## config.mk

```make
export PLATFORM = sky130hd
export DESIGN_NAME = adc_spi_sampler
export DESIGN_NICKNAME = d
export VERILOG_FILES = /design/src/rtl/adc_spi_sampler.sv
export SDC_FILE = /design/constraint.sdc
export NUM_CORES = 1
export LEC_CHECK = 0
export CORE_UTILIZATION = 50
export DETAILED_ROUTE_END_ITERATION = 16
export PLACE_DENSITY = 0.8
export SETUP_SLACK_MARGIN = 0.5
export SLEW_MARGIN = 20
export SYNTH_ARGS = -nofsm -noshare
export SYNTH_HDL_FRONTEND = slang
export SYNTH_SLANG_ARGS = --single-unit
```

## constraint.sdc

```tcl
create_clock -name clk -period 2.03 [get_ports clk]
set_input_delay 0.406 -clock clk [delete_from_list [all_inputs] [get_ports clk]]
set_output_delay 0.406 -clock clk [all_outputs]
set_load 0.02 [all_outputs]
```

## src/rtl/adc_spi_sampler.sv

```systemverilog
`timescale 1ns/1ps
// -----------------------------------------------------------------------------
// adc_spi_sampler
//
// Periodically reads an external serial ADC over an SPI-style link (CPOL=0,
// data sampled on the rising SCLK edge), deserialises the frame MSB first and
// presents the right-aligned data field as a 16-bit code with a one-cycle
// valid strobe. Feeds the temperature converter's val_in.
//
// Frame timeline, edge 0 = the clk edge that drops CS:
//   SETUP : CS low, SCLK low for CLK_DIV cycles
//   SHIFT : SCLK rises at CLK_DIV*(2k-1), k = 1..FRAME_BITS, and then ends
//           with one more low half-period. It exits at CLK_DIV*(2*FRAME_BITS+1).
//   HOLD  : CS high (quiet time) for CLK_DIV cycles, then IDLE
//
// Ports:
//   clk       in   system clock
//   reset     in   asynchronous, active-high reset
//   enable    in   permits new frames to start
//   adc_miso  in   ADC serial data, synchronous to clk
//   adc_cs_n  out  ADC chip select, active low
//   adc_sclk  out  serial clock, idle low
//   val_out   out  last converted code, zero-extended, right-aligned
//   val_valid out  one-cycle pulse when val_out updates
//   lead_err  out  updated with val_out; 1 if any leading non-data bit was 1
//   busy      out  high while a frame is in progress (state != IDLE)
// -----------------------------------------------------------------------------
module adc_spi_sampler #(
  parameter int CLK_DIV       = 4,    // clk cycles per SCLK half-period, >= 1
  parameter int FRAME_BITS    = 16,   // SCLK cycles per frame
  parameter int ADC_BITS      = 10,   // data bits at the tail of the frame
  parameter int SAMPLE_PERIOD = 1000  // clk cycles between frame starts
) (
  input  logic        clk,
  input  logic        reset,
  input  logic        enable,
  input  logic        adc_miso,
  output logic        adc_cs_n,
  output logic        adc_sclk,
  output logic [15:0] val_out,
  output logic        val_valid,
  output logic        lead_err,
  output logic        busy
);

  // Total busy time of one frame: SETUP + 2*FRAME_BITS+1 half-periods + HOLD.
  localparam int FRAME_CYCLES = CLK_DIV * (2 * FRAME_BITS + 2);

  localparam int DIV_W  = (CLK_DIV > 1) ? $clog2(CLK_DIV) : 1;
  localparam int HALF_W = (FRAME_BITS > 1) ? $clog2(2 * FRAME_BITS) : 1;
  localparam int PER_W  = $clog2(SAMPLE_PERIOD);

  localparam logic [DIV_W-1:0]  DIV_LAST  = DIV_W'(CLK_DIV - 1);
  localparam logic [DIV_W-1:0]  DIV_ONE   = DIV_W'(1);
  localparam logic [HALF_W-1:0] HALF_LAST = HALF_W'(2 * FRAME_BITS - 1);
  localparam logic [HALF_W-1:0] HALF_ONE  = HALF_W'(1);
  localparam logic [PER_W-1:0]  PER_LAST  = PER_W'(SAMPLE_PERIOD - 1);
  localparam logic [PER_W-1:0]  PER_ONE   = PER_W'(1);

  typedef enum logic [1:0] {
    IDLE  = 2'd0,
    SETUP = 2'd1,
    SHIFT = 2'd2,
    HOLD  = 2'd3
  } state_t;

  state_t                state;
  logic [DIV_W-1:0]      div_cnt;     // clk cycles within the current half-period
  logic [HALF_W-1:0]     half_cnt;    // SCLK half-periods completed in SHIFT
  logic [PER_W-1:0]      period_cnt;  // position within the sample period
  logic [FRAME_BITS-1:0] shift_reg;   // frame bits, MSB received first
  logic                  div_last;

  assign div_last = (div_cnt == DIV_LAST);

  // Sample-period timer. It runs from the frame-start cycle and reaches 0
  // again exactly SAMPLE_PERIOD cycles later, which is the next start point.
  // Parked at 0 while idle and disabled, so a rising enable starts a frame on
  // the very next edge.
  // NOTE: every clocked block here uses non-blocking (<=) assignments so all
  // registers update together from pre-edge values; blocking assignments in
  // a clocked block create order-dependent simulation and sim/synth mismatch.
  always_ff @(posedge clk or posedge reset) begin
    if (reset) begin
      period_cnt <= '0;
    end else if (state == IDLE && !enable) begin
      period_cnt <= '0;
    end else if (period_cnt == PER_LAST) begin
      period_cnt <= '0;
    end else begin
      period_cnt <= period_cnt + PER_ONE;
    end
  end

  // Frame sequencer. All pin-facing outputs are registered here so nothing
  // reaches the ADC or the converter through combinational logic.
  // NOTE: the shift register is reset along with the control state; it is a
  // handful of flops, and a defined value keeps lead_err/val_out free of X
  // even if a frame were ever cut short before all bits arrived.
  always_ff @(posedge clk or posedge reset) begin
    if (reset) begin
      state     <= IDLE;
      div_cnt   <= '0;
      half_cnt  <= '0;
      shift_reg <= '0;
      adc_cs_n  <= 1'b1;
      adc_sclk  <= 1'b0;
      val_out   <= '0;
      val_valid <= 1'b0;
      lead_err  <= 1'b0;
      busy      <= 1'b0;
    end else begin
      val_valid <= 1'b0;

      case (state)
        IDLE: begin
          if (enable && period_cnt == '0) begin
            state    <= SETUP;
            adc_cs_n <= 1'b0;
            busy     <= 1'b1;
            div_cnt  <= '0;
          end
        end

        // CS-to-SCLK setup time; the first rising SCLK edge closes it.
        SETUP: begin
          if (div_last) begin
            state     <= SHIFT;
            div_cnt   <= '0;
            half_cnt  <= '0;
            adc_sclk  <= 1'b1;
            shift_reg <= FRAME_BITS'({shift_reg, adc_miso});
          end else begin
            div_cnt <= div_cnt + DIV_ONE;
          end
        end

        // Toggle SCLK at every terminal count. MISO is captured on the edge
        // that drives SCLK high. After the last falling edge one more low
        // half-period elapses before CS is released.
        SHIFT: begin
          if (div_last) begin
            div_cnt <= '0;
            if (half_cnt == HALF_LAST) begin
              state     <= HOLD;
              adc_cs_n  <= 1'b1;
              val_out   <= 16'(shift_reg[ADC_BITS-1:0]);
              lead_err  <= |(shift_reg >> ADC_BITS);
              val_valid <= 1'b1;
            end else begin
              half_cnt <= half_cnt + HALF_ONE;
              adc_sclk <= ~adc_sclk;
              if (!adc_sclk) begin
                shift_reg <= FRAME_BITS'({shift_reg, adc_miso});
              end
            end
          end else begin
            div_cnt <= div_cnt + DIV_ONE;
          end
        end

        // CS quiet time before another frame may begin.
        HOLD: begin
          if (div_last) begin
            state   <= IDLE;
            busy    <= 1'b0;
            div_cnt <= '0;
          end else begin
            div_cnt <= div_cnt + DIV_ONE;
          end
        end

        default: begin
          state <= IDLE;
        end
      endcase
    end
  end

  // A whole frame plus one idle cycle must fit in a sample period, otherwise
  // starts would be skipped and the output rate would silently halve.
  period_fits: assert property (@(posedge clk) disable iff (reset)
                                SAMPLE_PERIOD >= FRAME_CYCLES + 1)
    else $error("adc_spi_sampler: SAMPLE_PERIOD %0d < frame length %0d + 1",
                SAMPLE_PERIOD, FRAME_CYCLES);

endmodule
```

==> results_dict.tcl <==
set metrics [dict create \
    p_total_mw 2.00 \
    rows 24 \
    async_flop_share_pct 100 \
    hold_viol 0 \
    rsz0062_at_grt "yes" \
    worstMarginPinSlew_ns 0.576 \
    largest_reg_flops 16 \
    grt_overflow 0 \
    finalClockSkew_ns 0.00707 \
    setup_tns_ns 0 \
    cts_root_buf "clkbuf_8" \
    cts.sinks 50 \
    irDropWorstVdd_v 0.000494 \
    maxSlewViolCount 0 \
    avgSynthCellArea_um2 12.1 \
    synth_seq_area_share_pct 53.2 \
    drcViolationCount 7 \
    synth_ff_type "dfrtp_1" \
    n_antenna_cell 0 \
    clock_path_buffers 2 \
    reg2reg_depth 7 \
    required_ns 2.21 \
    ys_types 37 \
    layout_common_cells "49 x dfrtp_1, 19 x mux2_4, 14 x nor2_1, 14 x dlygate4sd2_1, 13 x buf_4" \
    cp_max_fo 6 \
    ff2ff_setup_slack_ns 0.18 \
    drt-total-wl_mm 4.49 \
    leakage_nw 1.50 \
    wl_per_cell_um 15.7 \
    status "complete, but fails checks" \
    synth_edf_count 0 \
    cts-htree-levels 2 \
    cts_buffers 5 \
    drt_iter0_drc 126 \
    finalSetupViolCount 0 \
    drv_cap 0 \
    tritoncts "built" \
    die_w_um 70.6 \
    clk_pin_slew_worst_paths_ns 0.09 \
    synth_area_um2 2350 \
    period_minus_slack_ns 1.85 \
    grt.total_usage_pct 18.4 \
    port_buffers 18 \
    critPathKind "flop to flop" \
    fmax_mhz 539 \
    cp_data_arrival_time_ns 2.04 \
    core_um2 4440 \
    nets 246 \
    fillerInstances 305 \
    ff_latch_area_um2 1250 \
    grt_antenna_before_repair 0 \
    grt_pass1_wl_mm 7.21 \
    cp-start-kind "flop" \
    violations "DRC" \
    vias 1551 \
    die_h_um 70.6 \
    insertion_delay_ns 0.30 \
    area_delta_synth_final_pct 27.8 \
    p_per_area_nw_per_um2 665 \
    yosys_warnings 0 \
    ys_ff_latch 50 \
    slew_headroom_pct 61.6 \
    firstDrtPassIters 10 \
    place.gp.congestion 0.820 \
    r2r-start "half_cnt[0]" \
    ant_nets 0 \
    worstReg2RegEnd "state[1]" \
    dieArea_um2 4980 \
    dp_hpwl_mm 2.80 \
    drive_gt1_share_pct 34.8 \
    mostFrequentLayoutCell "dfrtp_1" \
    ios 25 \
    hold_class "input pin to asynchronous set/reset pin" \
    hold_buffers 0 \
    grt_pass1_vias 1557 \
    fin_crit_sh_pct 91.3 \
    viasPerCell 5.44 \
    synth_cells 194 \
    grt_start_max_net_pins 40 \
    multiInputGateArea_um2 1190 \
    end_kind "flop" \
    start_util_pct 52.9 \
]
==> critical path: stages (launching register included) <==
cell	delay (ns)
dfrtp_1	0.36
ha_2	0.19
and3_4	0.20
ha_4	0.13
buf_6	0.13
nand2_4	0.06
a221oi_4	0.32
mux2_1	0.35
==> synth_stat cells, drive strengths merged, types with 5 or more instances <==
library cell,instances,area [um^2]
dfrtp,49,1230
mux2,32,360
nor2,14,52.6
nand2,12,47.6
buf,11,75.1
ha,10,125
inv,9,33.8
a22o,6,52.6
nand3,6,35.0
o21ai,5,25.0
==> area by class of cell <==
class                      count  share of cell area (%)
timing repair buffer          38                    11.5
inverter                       9                    1.25
clock inverter                 3                    1.46
sequential                    50                    41.7
multi-input combinational    128                    39.7
tap                           52                    2.16
clock buffer                   5                    2.29
==> power breakdown <==
group	total, mW	switching (mW)	leakage (nW)	internal, mW
Clock	0.704	0.334	0.0585	0.370
Combinational	0.148	0.0794	0.812	0.0690
Sequential	1.15	0.0949	0.629	1.05
Total	2.00	0.508	1.50	1.49
==> worst max path at each step <==
stage          cells after the start         from            to  slack, ns
6_report                           7  half_cnt[0]      state[1]       0.18
5_1_grt                            7  half_cnt[0]      state[1]       0.08
4_1_cts                            7  half_cnt[0]      state[1]       0.19
3_5_place_dp                       5       enable      state[1]       0.03
3_3_place_gp                       5       enable      state[1]       0.08
2_1_floorplan                      9  half_cnt[0]  shift_reg[0]       0.09
==> repair_timing <==
item | 4_1_cts | 5_1_grt
pin swaps | 4 | 3
endpoints found under the setup margin | 60 | 50
buffers inserted | 9 | 3
resized for setup | 28 | 25
hold endpoints to repair | 0 | 0
==> per-stage QoR <==
stage                     instances  hold slack (ns)  worst slack (ns)  area (um^2)  utilization, %
after floorplan                 199            0.448            0.0874         2460               -
after global placement          265            0.467            0.0828         2680            60.3
after detailed placement        265            0.485            0.0296         2680            60.3
after CTS                       282            0.389             0.190         2880            64.8
after global routing            285            0.409            0.0820         3010            67.7
final                           285            0.390             0.176         3010            67.7
==> cell families (layout without fill, tap and decap cells) <==
| family | after synthesis | count (layout) | share of synthesized area, % |
|---|---|---|---|
| fa+ha+maj | 10 | 10 | 5.32 |
| other cells | 1 | 6 | 0.159 |
| compound gates | 22 | 22 | 6.92 |
| mux | 34 | 34 | 16.2 |
| simple gates | 50 | 50 | 11.2 |
| xor+xnor | 6 | 6 | 2.23 |
| buf+inv | 21 | 55 | 4.79 |
| flops | 50 | 50 | 53.2 |
==> routing by layer <==
metal	vias up	wire [um]	GRT usage, %
met1	768	2020	24.3
met3	9	109	3.56
met2	27	2280	30.3
li1	747	-	-
met4	0	79	7.56
met5	-	0	0
Note: power is estimated with default switching activity, not from simulation.
